**config.mk**
```make
export PLATFORM = sky130hd
export DESIGN_NAME = fpu_mul_seq
export DESIGN_NICKNAME = d
export VERILOG_FILES = /design/src/rtl/fpu_pkg.sv /design/src/rtl/fpu_rm_resolve.sv /design/src/rtl/fpu_mul_seq.sv
export SDC_FILE = /design/constraint.sdc
export NUM_CORES = 1
export LEC_CHECK = 0
export ABC_CLOCK_PERIOD_IN_PS = 2180
export CAP_MARGIN = 5
export CORE_MARGIN = 2
export CORE_UTILIZATION = 40
export CTS_CLUSTER_DIAMETER = 60
export DETAILED_ROUTE_END_ITERATION = 8
export PLACE_DENSITY_LB_ADDON = 0.1
export RECOVER_POWER = 25
export SETUP_SLACK_MARGIN = 0.1
export SLEW_MARGIN = 25
export SYNTH_ARGS = -nofsm -noshare
export SYNTH_HDL_FRONTEND = slang
export SYNTH_SLANG_ARGS = --single-unit
```
**constraint.sdc**
```tcl
create_clock -name clk -period 2.18 [get_ports clk]
set_clock_uncertainty 0.1 [all_clocks]
set_input_delay 0.327 -clock clk [delete_from_list [all_inputs] [get_ports clk]]
set_output_delay 0.327 -clock clk [all_outputs]
set_load 0.005 [all_outputs]
```
**src/rtl/fpu_pkg.sv**
```systemverilog
// fpu_pkg: shared FPU rounding-mode encodings, fflags bit positions and sequencer states
package fpu_pkg;
  localparam logic [2:0] RM_RNE = 3'b000;
  localparam logic [2:0] RM_RTZ = 3'b001;
  localparam logic [2:0] RM_RDN = 3'b010;
  localparam logic [2:0] RM_RUP = 3'b011;
  localparam logic [2:0] RM_RMM = 3'b100;
  localparam logic [2:0] RM_DYN = 3'b111;
  localparam int FF_NV = 4;
  localparam int FF_DZ = 3;
  localparam int FF_OF = 2;
  localparam int FF_UF = 1;
  localparam int FF_NX = 0;
  typedef enum logic [2:0] {S_IDLE, S_ISSUE, S_WAIT, S_RESP, S_DRAIN} seq_state_e;
  function automatic logic [4:0] pack_fflags(input logic nv, input logic of, input logic uf, input logic nx);
    logic [4:0] f;
    f = '0;
    f[FF_NV] = nv;
    f[FF_OF] = of;
    f[FF_UF] = uf;
    f[FF_NX] = nx;
    return f;
  endfunction
endpackage

```
**src/rtl/fpu_rm_resolve.sv**
```systemverilog
// fpu_rm_resolve: substitutes frm for a dynamic rm and flags reserved encodings
module fpu_rm_resolve
  import fpu_pkg::*;
(
  input  logic [2:0] req_rm,
  input  logic [2:0] frm,
  output logic [2:0] rm,
  output logic       illegal
);
  always_comb begin
    rm      = (req_rm == RM_DYN) ? frm : req_rm;
    illegal = rm > RM_RMM;
  end
endmodule

```
**src/rtl/fpu_mul_seq.sv**
```systemverilog
// fpu_mul_seq: issue/collect sequencer between FP decode, SP_Multiplier and writeback
module fpu_mul_seq
  import fpu_pkg::*;
#(
  parameter int TAG_W = 5
) (
  input  logic             clk,
  input  logic             rst,
  input  logic             flush,
  input  logic [2:0]       frm,
  input  logic             req_valid,
  output logic             req_ready,
  input  logic [31:0]      req_a,
  input  logic [31:0]      req_b,
  input  logic [2:0]       req_rm,
  input  logic [TAG_W-1:0] req_tag,
  output logic             mul_start,
  output logic [31:0]      mul_a,
  output logic [31:0]      mul_b,
  output logic [2:0]       mul_rm,
  input  logic [31:0]      mul_result,
  input  logic             mul_flag_invalid,
  input  logic             mul_flag_overflow,
  input  logic             mul_flag_underflow,
  input  logic             mul_flag_inexact,
  input  logic             mul_done,
  output logic             rsp_valid,
  input  logic             rsp_ready,
  output logic [31:0]      rsp_result,
  output logic [4:0]       rsp_fflags,
  output logic [TAG_W-1:0] rsp_tag,
  output logic             rsp_illegal,
  output logic             busy
);
  seq_state_e       state_q, state_d;
  logic [2:0]       rm_res;
  logic             rm_ill, accept, capture;
  logic [31:0]      mul_a_q, mul_a_d, mul_b_q, mul_b_d, rsp_result_q, rsp_result_d;
  logic [2:0]       mul_rm_q, mul_rm_d;
  logic [4:0]       rsp_fflags_q, rsp_fflags_d;
  logic [TAG_W-1:0] rsp_tag_q, rsp_tag_d;
  logic             rsp_illegal_q, rsp_illegal_d;

  fpu_rm_resolve u_rm (
    .req_rm (req_rm),
    .frm    (frm),
    .rm     (rm_res),
    .illegal(rm_ill)
  );

  always_ff @(posedge clk) state_q <= rst ? S_IDLE : state_d;

  // The multiplier cannot be aborted, so a flush before done parks in DRAIN
  always_comb begin
    state_d = state_q;
    case (state_q)
      S_IDLE:  state_d = accept ? (rm_ill ? S_RESP : S_ISSUE) : S_IDLE;
      S_ISSUE: state_d = flush ? S_DRAIN : S_WAIT;
      S_WAIT:  state_d = mul_done ? (flush ? S_IDLE : S_RESP) : (flush ? S_DRAIN : S_WAIT);
      S_RESP:  state_d = (flush || rsp_ready) ? S_IDLE : S_RESP;
      S_DRAIN: state_d = mul_done ? S_IDLE : S_DRAIN;
      default: state_d = S_IDLE;
    endcase
  end

  always_comb begin
    req_ready = (state_q == S_IDLE) && !flush;
    mul_start = state_q == S_ISSUE;
    rsp_valid = state_q == S_RESP;
    busy      = state_q != S_IDLE;
  end

  always_comb begin
    accept        = req_valid && req_ready;
    capture       = (state_q == S_WAIT) && mul_done && !flush;
    mul_a_d       = accept ? req_a : mul_a_q;
    mul_b_d       = accept ? req_b : mul_b_q;
    mul_rm_d      = accept ? rm_res : mul_rm_q;
    rsp_tag_d     = accept ? req_tag : rsp_tag_q;
    rsp_illegal_d = accept ? rm_ill : rsp_illegal_q;
    rsp_result_d  = accept ? '0 : capture ? mul_result : rsp_result_q;
    rsp_fflags_d  = accept ? '0 : capture ? pack_fflags(mul_flag_invalid, mul_flag_overflow,
                                                         mul_flag_underflow, mul_flag_inexact)
                                          : rsp_fflags_q;
  end

  always_ff @(posedge clk) begin
    if (rst) begin
      mul_a_q       <= '0;
      mul_b_q       <= '0;
      mul_rm_q      <= '0;
      rsp_result_q  <= '0;
      rsp_fflags_q  <= '0;
      rsp_tag_q     <= '0;
      rsp_illegal_q <= 1'b0;
    end else begin
      mul_a_q       <= mul_a_d;
      mul_b_q       <= mul_b_d;
      mul_rm_q      <= mul_rm_d;
      rsp_result_q  <= rsp_result_d;
      rsp_fflags_q  <= rsp_fflags_d;
      rsp_tag_q     <= rsp_tag_d;
      rsp_illegal_q <= rsp_illegal_d;
    end
  end

  assign mul_a       = mul_a_q;
  assign mul_b       = mul_b_q;
  assign mul_rm      = mul_rm_q;
  assign rsp_result  = rsp_result_q;
  assign rsp_fflags  = rsp_fflags_q;
  assign rsp_tag     = rsp_tag_q;
  assign rsp_illegal = rsp_illegal_q;
endmodule

```
==> out/results.txt, run 1 <==
FMAX: 497 MHz
post-synth top area share: 50.3%
final hold violation count: 0
outcome: finished, final reports clean
Yosys top cell by area: dfxtp_1
Main synth FF type: dfxtp_1
Syn Area/Cell: 8.35 um2
total number of vias: 4635
ys async rst share: 0%
RSZ-0062 raised after global routing: false
Synth Register Bits: 112
Worst Setup Path Type: reg2out
number of distinct library cells after synthesis: 32
yosys warns: 0
final core utilization: 64.4%
Root Driver: clkbuf_8
Commonest cells post-synth: dfxtp_1 (112), a21oi_1 (110), o21ai_0 (109)
endpoints failing setup: 0
GP Congestion: 0.750
IO Count: 231
Non-Filler Instances: 877
cells after synthesis: 534
Worst-Margin Slew: 660 ps
Tmin final: 2010 ps
Post-route DRC: 0
row cnt: 38
TritonCTS clock tree: yes
Synth area leaders: dfxtp_1 (50%), a21oi_1 (12%), o21ai_0 (12%), nand3_1 (12%), clkbuf_1 (3.3%)
antenna-violating nets left: 0
Clock Tree Buf Depth: 2
Worst path max stage delay: 370 ps
Leak: 2.52 nW
Arr. time, crit path: 1580 ps
share of cells above drive strength 1: 5.43%
total grt overflow: 0
Max-Cap Viols: 0
H-tree levels: 3
Setup crit end kind: primary output
post-DR vias/cell: 5.29
Tightest Hold Check Type: in2reg
first-pass GRT wire length: 22200 um
chip height: 110 um
Tcrit/Tclk final: 92.2%
largest vdd supply drop: 0.000503 V
max-slew headroom at the worst pin: 56.0%
Detailed Route WL: 14200 um
register clock-pin slew on the reported worst setup and hold paths: 100 ps
register area share after synthesis: 50.3%
Nets: 850
Placed Cells: 862
initial antenna violation count: 0
Mapped Area: 4460 um2
area delta synth->final: 56.6%
post-synth net total: 651
CP Max Fanout: 10
largest net degree at the start of global routing: 76
Post-synth EDFFs: 0
startpoint types: register
delay-heaviest family, CP: buffers and inverters
top-count cell post-synth: dfxtp_1
fillers: 955
buffers added on ports: 229
Detailed Place HPWL: 9600 um
setup bufs post-CTS: 0
TNS Setup: 0 ps
Wirelength per Cell: 16.2 um
TritonCTS Buffers: 9
number of detailed-route iterations in the first pass: 4
Req. time, crit path: 1750 ps
P per Cell Area: 591 nW/um2
WP buf/inv: 2
1st-iter DRT viols: 377
vias in the first global route: 4581
Critical-path top delay cell: dfxtp_1
ordered cell list for the critical path: clkbuf_1 > and3b_1 > dlygate4sd2_1
max-slew violations: 0
GRT Util Overall: 23.6%
Sink Count: 112
Die Wd: 110 um
antenna cells: 0
Core Box Area: 10800 um2
initial core utilization: 41.1%
clk_lat worst skew: 370 ps
Die Footprint: 12000 um2
-- report_power, final --
group          internal (W)  leakage (nW)  switching [W]
clock              0.000552        0.0989       0.000658
sequential          0.00212         0.910      0.0000335
combinational      0.000411          1.51       0.000349
total               0.00308          2.52        0.00104
-- state kept, by name (all words and copies together), names as in the netlist --
signal       count
state_q          3
mul_rm           3
mul_a           32
rsp_illegal      1
rsp_result      32
rsp_tag          5
rsp_fflags       4
mul_b           32
-- stage by stage --
step           hold WS (ps)  cell area (um2)  setup slack, ps  power, W
2_1_floorplan           366             4460              428   0.00253
3_3_place_gp            360             6800            -16.1   0.00297
3_5_place_dp            366             6800            -26.0   0.00298
4_1_cts                87.0             6990              152   0.00420
5_1_grt                 105             6980             60.3   0.00433
6_report                114             6980              170   0.00413
-- per-layer routing --
metal | routed length [um] | up-vias | global-route usage [%]
met4 | 181 | 0 | 7.50
met5 | 0 | - | 0
met3 | 1230 | 14 | 9.07
met2 | 6980 | 168 | 40.4
li1 | - | 2311 | -
met1 | 5810 | 2142 | 27.2
-- layout by cell type, fill, tap and decap left out, types with 2 or more instances in the layout --
cell type          n
nand2b_1           2
clkdlybuf4s50_1  168
dlygate4sd3_1     55
clkbuf_1           2
buf_4             14
buf_2              2
o21ai_0          109
dfxtp_1          112
nand4_1            4
nand3_1          106
nand2_1            3
nand3b_1           4
nor2b_1            2
clkbuf_8          10
buf_12             5
a21oi_1          110
dlygate4sd2_1      4
clkinv_2           3
o211ai_1           2
a21o_1             2
-- cells by family after synthesis --
kind of cell	count (synthesis)	synth area share, %
compound gates	225	25.6
simple gates	132	16.0
flops	112	50.3
buf+inv	63	7.77
mux	1	0.224
other cells	1	0.0841
-- path summary, 6_finish.rpt --
kind,startpoint,to,slack (ps),cells after the start
setup / recovery,state_q[2]$_SDFF_PP0_,rsp_valid,170,3
hold / removal,rst,mul_rm[1]$_SDFFE_PP0P_,110,2
setup reg to reg,state_q[1]$_SDFF_PP0_,mul_a[20]$_SDFFE_PP0P_,340,4
hold reg to reg,mul_a[15]$_SDFFE_PP0P_,mul_a[15]$_SDFFE_PP0P_,370,2
-- timing repair --
| action | in CTS | in global routing |
|---|---|---|
| endpoints found under the setup margin | 4 | 0 |
| gates resized for setup | 4 | 0 |
| hold buffers | 0 | 0 |
-- final cells by class --
class	count	area (um2)	share of cell area, %
timing repair buffer	249	2490	35.6
tap	140	175	2.51
clock buffer	11	141	2.03
inverter	2	12.5	0.179
multi-input combinational	359	1880	26.9
clock inverter	4	45.0	0.645
sequential	112	2240	32.1
-- worst reg2reg max path: stages (launching register included) --
cell and delay, ps:
dfxtp_1 330, or4_4 560, buf_4 330, o21ai_0 310
a21oi_1 100
Power figures use the tool's default switching activity.
==> inputs of run 2 (changes only) <==
--- a/config.mk
+++ b/config.mk
@@ -5,16 +5,16 @@
 export SDC_FILE = /design/constraint.sdc
 export NUM_CORES = 1
 export LEC_CHECK = 0
-export ABC_CLOCK_PERIOD_IN_PS = 2180
+export ABC_CLOCK_PERIOD_IN_PS = 1800
 export CAP_MARGIN = 5
 export CORE_MARGIN = 2
-export CORE_UTILIZATION = 40
+export CORE_UTILIZATION = 36
 export CTS_CLUSTER_DIAMETER = 60
 export DETAILED_ROUTE_END_ITERATION = 8
 export PLACE_DENSITY_LB_ADDON = 0.1
 export RECOVER_POWER = 25
 export SETUP_SLACK_MARGIN = 0.1
-export SLEW_MARGIN = 25
+export SLEW_MARGIN = 20
 export SYNTH_ARGS = -nofsm -noshare
 export SYNTH_HDL_FRONTEND = slang
 export SYNTH_SLANG_ARGS = --single-unit
==> constraint.sdc (replaced) <==
create_clock -name clk -period 1.8 [get_ports clk]
set_clock_uncertainty 0.1 [all_clocks]
set_input_delay 0.27 -clock clk [delete_from_list [all_inputs] [get_ports clk]]
set_output_delay 0.27 -clock clk [all_outputs]
set_load 0.005 [all_outputs]
==> run 2 against run 1 <==
Net effect:
- first-iteration DRC count is 1.6% lower
- register-to-register slack worse by 300 ps
- setup slack lost 150 ps
- largest power group unchanged
- highest routed layer unchanged
==> out/results.txt, run 2 (synthesized netlist as in run 1, its figures left out) <==
clk_lat worst skew: 350 ps
most common cell after layout, fill and taps aside: clkdlybuf4s50_1
Wirelength per Cell: 16.4 um
Detailed Place HPWL: 9690 um
r2r setup slk: 40 ps
largest vdd supply drop: 0.000450 V
TritonCTS Buffers: 9
met1 usage: 25.9%
initial antenna violation count: 0
r2r endpoint: mul_a[22]$_SDFFE_PP0P_
endpoints failing setup: 0
first-pass GRT wire length: 22100 um
met2 Track Usage GR: 33.7%
CP Max Fanout: 2
antenna-violating nets left: 0
Tmin final: 1780 ps
worst r2r src: state_q[0]$_SDFF_PP0_
FF-to-FF path depth: 4
Arr. time, crit path: 1410 ps
largest net degree at the start of global routing: 73
Post-DP Area: 6860 um2
GRT Util Overall: 20.8%
total number of vias: 4738
register clock-pin slew on the reported worst setup and hold paths: 70 ps
Tcrit/Tclk final: 98.8%
Core Box Area: 12100 um2
GR Util met3: 6.11%
post-route cell area: 7310 um2
post-DR vias/cell: 5.18
Sink Count: 112
number of detailed-route iterations in the first pass: 8
buffers added on ports: 229
Tightest Hold Check Type: in2reg
RSZ-0062 raised after global routing: true
Post-route DRC: 0
Root Driver: clkbuf_16
Die Footprint: 13300 um2
hold path cells: 2
share of cells above drive strength 1: 8.04%
min-delay src: rst
total grt overflow: 0
final worst slack: 22.0 ps
GP Congestion: 0.741
P per Cell Area: 774 nW/um2
antenna cells: 0
max-slew violations: 0
area delta synth->final: 64.0%
H-tree levels: 3
most frequent cells in the layout: clkdlybuf4s50_1 (180), dfxtp_1 (109), nand3_1 (106), a21oi_1 (106), o21ai_0 (100)
IO Count: 231
Nets: 858
CP startpoint: state_q[0]$_SDFF_PP0_
initial core utilization: 37.0%
Worst Setup Path Type: reg2out
startpoint types: register
final core utilization: 60.6%
Detailed Route WL: 15000 um
Hold EP: mul_b[16]$_SDFFE_PP0P_
setup slack at placement: -454 ps
row cnt: 40
Setup crit end kind: primary output
Worst-Margin Slew: 541 ps
Leak: 2.60 nW
busiest layer in global routing: met2
TritonCTS clock tree: yes
Max-Cap Viols: 0
Die Wd: 115 um
vias in the first global route: 4408
FMAX: 562 MHz
Req. time, crit path: 1430 ps
1st-iter DRT viols: 371
chip height: 115 um
outcome: finished, final reports clean
Clock Tree Buf Depth: 2
max-slew headroom at the worst pin: 64.0%
final hold violation count: 0
[run 2: changes by cell type in the layout (fill, tap and decap cells not counted), moves of 8 or more]
| cell | before | now |
|---|---|---|
| o21ai_0 | 109 | 100 |
| clkbuf_8 | 10 | 2 |
| clkbuf_16 | 0 | 13 |
| dlygate4sd3_1 | 55 | 42 |
| o21ai_1 | 0 | 9 |
| clkdlybuf4s50_1 | 168 | 180 |
[run 2: per-stage QoR]
stage               hold WS (ps)  power [W]  cells  TNS [ps]
global placement             359    0.00361    893    -42150
global route                 106    0.00589    914      -396
detailed placement           365    0.00362    893    -43880
CTS                         90.6    0.00567    909         0
floorplan                    310    0.00306    534         0
finish                       109    0.00566    914         0
[run 2: layer usage]
metal  vias up  part of all wire (%)
met2       158                    49
li1       2332                     -
met3        17                   7.7
met4         0                   1.8
met1      2231                    42
met5         -                     0
[run 2: layout make-up]
type / count / area, um2
Tap cell: 168 / 210
Sequential cell: 112 / 2250
Timing Repair Buffer: 257 / 2640
Multi-Input combinational cell: 359 / 1910
Inverter: 2 / 12.5
Clock buffer: 13 / 260
Clock inverter: 3 / 40.0
Fill cell: 1070 / 4750
[run 2: report_power, final]
group	internal [W]	total [W]	switching [W]
Combinational	0.000559	0.00101	0.000454
Sequential	0.00257	0.00261	0.0000407
Clock	0.00115	0.00204	0.000885
[run 2: worst max path at each step]
| stage | depth (start not counted) | slack [ps] | endpoint |
|---|---|---|---|
| after floorplan | 8 | 110 | rsp_result[10]$_SDFFE_PP0P_ |
| after global placement | 4 | -420 | req_ready |
| after detailed placement | 5 | -450 | mul_b[26]$_SDFFE_PP0P_ |
| after CTS | 6 | 9 | rsp_tag[4]$_SDFFE_PP0P_ |
| after global routing | 6 | -20 | mul_rm[1]$_SDFFE_PP0P_ |
| final | 3 | 20 | req_ready |
[run 2: worst max-delay path, cell delays in order (launching register included)]
cell and delay [ps]:
dfxtp_2 320, or4_4 570, clkinv_4 80, buf_6 90
[run 2: what timing repair did]
item | in CTS | in global routing
hold buffers | 0 | 0
gates cloned | 0 | 4
gates resized for setup | 17 | 19
endpoints found under the setup margin | 114 | 113
pin swaps | 1 | 1
buffers inserted | 0 | 1
==> inputs of run 3 (changes only) <==
--- a/config.mk
+++ b/config.mk
@@ -8,7 +8,8 @@
 export ABC_CLOCK_PERIOD_IN_PS = 1800
 export CAP_MARGIN = 5
 export CORE_MARGIN = 2
-export CORE_UTILIZATION = 36
+export CORE_UTILIZATION = 37
+export CTS_BUF_LIST = sky130_fd_sc_hd__clkbuf_8
 export CTS_CLUSTER_DIAMETER = 60
 export DETAILED_ROUTE_END_ITERATION = 8
 export PLACE_DENSITY_LB_ADDON = 0.1
==> run 3 against run 2 <==
Net effect:
- first-iteration DRC count fell by 5.4%
- the flow now finishes with violations (setup timing)
- utilization down 1.0 points
- highest routed layer unchanged
- critical path depth stayed put
==> out/results.txt, run 3 (synthesized netlist as in run 1, its figures left out) <==
outcome: complete, but fails checks
failing checks: setup timing
Core Box Area: 11900 um2
final worst slack: -6.88 ps
endpoints failing setup: 1
Placed Cells: 872
row cnt: 40
Sink Count: 112
Worst path max stage delay: 570 ps
total number of vias: 4751
GP Congestion: 0.826
post-DR vias/cell: 5.33
buffers added on ports: 229
r2r setup slk: 30 ps
RSZ-0062 raised after global routing: true
Max-Cap Viols: 0
total grt overflow: 0
share of cells above drive strength 1: 8.06%
register area: 2240 um2
antenna cells: 0
FF-to-FF path depth: 4
area delta synth->final: 59.2%
TNS Setup: -6.88 ps
max-slew violations: 0
initial antenna violation count: 0
final hold violation count: 0
TritonCTS Buffers: 9
chip height: 114 um
r2r endpoint: mul_a[13]$_SDFFE_PP0P_
Nets: 856
CP startpoint: state_q[1]$_SDFF_PP0_
P per Cell Area: 698 nW/um2
Min Hold Slack: 198 ps
Root Driver: clkbuf_8
Arr. time, crit path: 1440 ps
fillers: 1094
clk_lat worst skew: 370 ps
IO Count: 231
Detailed Place HPWL: 9510 um
CP Max Fanout: 2
Tightest Hold Check Type: in2reg
initial core utilization: 37.4%
area of the multi-input gates: 1910 um2
Die Wd: 114 um
Leak: 2.51 nW
H-tree levels: 3
hold path cells: 3
FMAX: 553 MHz
final core utilization: 59.6%
largest vdd supply drop: 0.000351 V
Setup crit end kind: primary output
Die Footprint: 12900 um2
Worst Setup Path Type: reg2out
number of detailed-route iterations in the first pass: 4
Post-route DRC: 0
setup bufs post-CTS: 0
# hold bufs at CTS: 0
antenna-violating nets left: 0
Detailed Route WL: 14600 um
Tmin final: 1810 ps
vias in the first global route: 4409
Tcrit/Tclk final: 100%
largest net degree at the start of global routing: 73
Clock Tree Buf Depth: 2
startpoint types: register
GRT Util Overall: 21.2%
crit path capture: req_ready
register clock-pin slew on the reported worst setup and hold paths: 100 ps
most frequent cells in the layout: clkdlybuf4s50_1 (183), dfxtp_1 (110), nand3_1 (106)
Req. time, crit path: 1430 ps
most common cell after layout, fill and taps aside: clkdlybuf4s50_1
Non-Filler Instances: 891
1st-iter DRT viols: 351
Critical-path top delay cell: or4_4
worst r2r src: state_q[1]$_SDFF_PP0_
TritonCTS clock tree: yes
ordered cell list for the critical path: or4_4 > clkinv_4 > buf_6
Power Total: 0.00496 W
first-pass GRT wire length: 22000 um
Wirelength per Cell: 16.4 um
==> run 3: stage by stage <==
stage                     area, um2  setup WS (ps)
after detailed placement       6820           -460
after floorplan                4470            114
final                          7100          -6.88
after global placement         6820           -455
after global routing           7100          -56.3
after CTS                      7030          -26.5
==> run 3: area by class of cell <==
cell class              instances  share of cell area, %
clock buffers                  10                   1.94
clock inverters                 6                  0.388
inverters                       2                  0.176
multi-input cells             359                   27.0
flip-flops and latches        112                   31.6
well taps                     147                   2.59
repair buffers                255                   36.3
==> run 3: critical path, delay by kind of cell, from the launching register on <==
family | cells | cell delay, ps
DFF | 1 | 330
and+or+nand+nor | 1 | 570
buffers and inverters | 2 | 160
==> run 3: metal layers <==
layer	track usage, %	share of wire, %	vias to the layer above
met5	0	0	-
met4	8.54	2.1	0
met3	6.54	7.9	21
met2	35.1	48	153
met1	25.6	42	2250
li1	-	-	2327
==> run 3: worst min-delay path by stage <==
stage / startpoint / endpoint / slack, ps
after global routing: req_valid / mul_b[20]$_SDFFE_PP0P_ / 200
after global placement: mul_a[21]$_SDFFE_PP0P_ / mul_a[21]$_SDFFE_PP0P_ / 360
after floorplan: flush / state_q[2]$_SDFF_PP0_ / 310
after CTS: req_valid / mul_b[27]$_SDFFE_PP0P_ / 190
after detailed placement: mul_b[20]$_SDFFE_PP0P_ / mul_b[20]$_SDFFE_PP0P_ / 370
final: req_valid / mul_b[27]$_SDFFE_PP0P_ / 200
==> run 3: repair_timing <==
item / 4_1_cts / 5_1_grt
pin swaps: 1 / 0
endpoints found under the setup margin: 115 / 115
resized for setup: 21 / 18
gates cloned: 1 / 2
endpoints found under the hold margin: 0 / 0
==> run 3: report_power, final <==
part           internal (W)  total [W]  switching, W
Combinational      0.000545   0.000993      0.000448
Sequential          0.00257    0.00261     0.0000389
Clock              0.000524    0.00136      0.000833
Total               0.00364    0.00496       0.00132
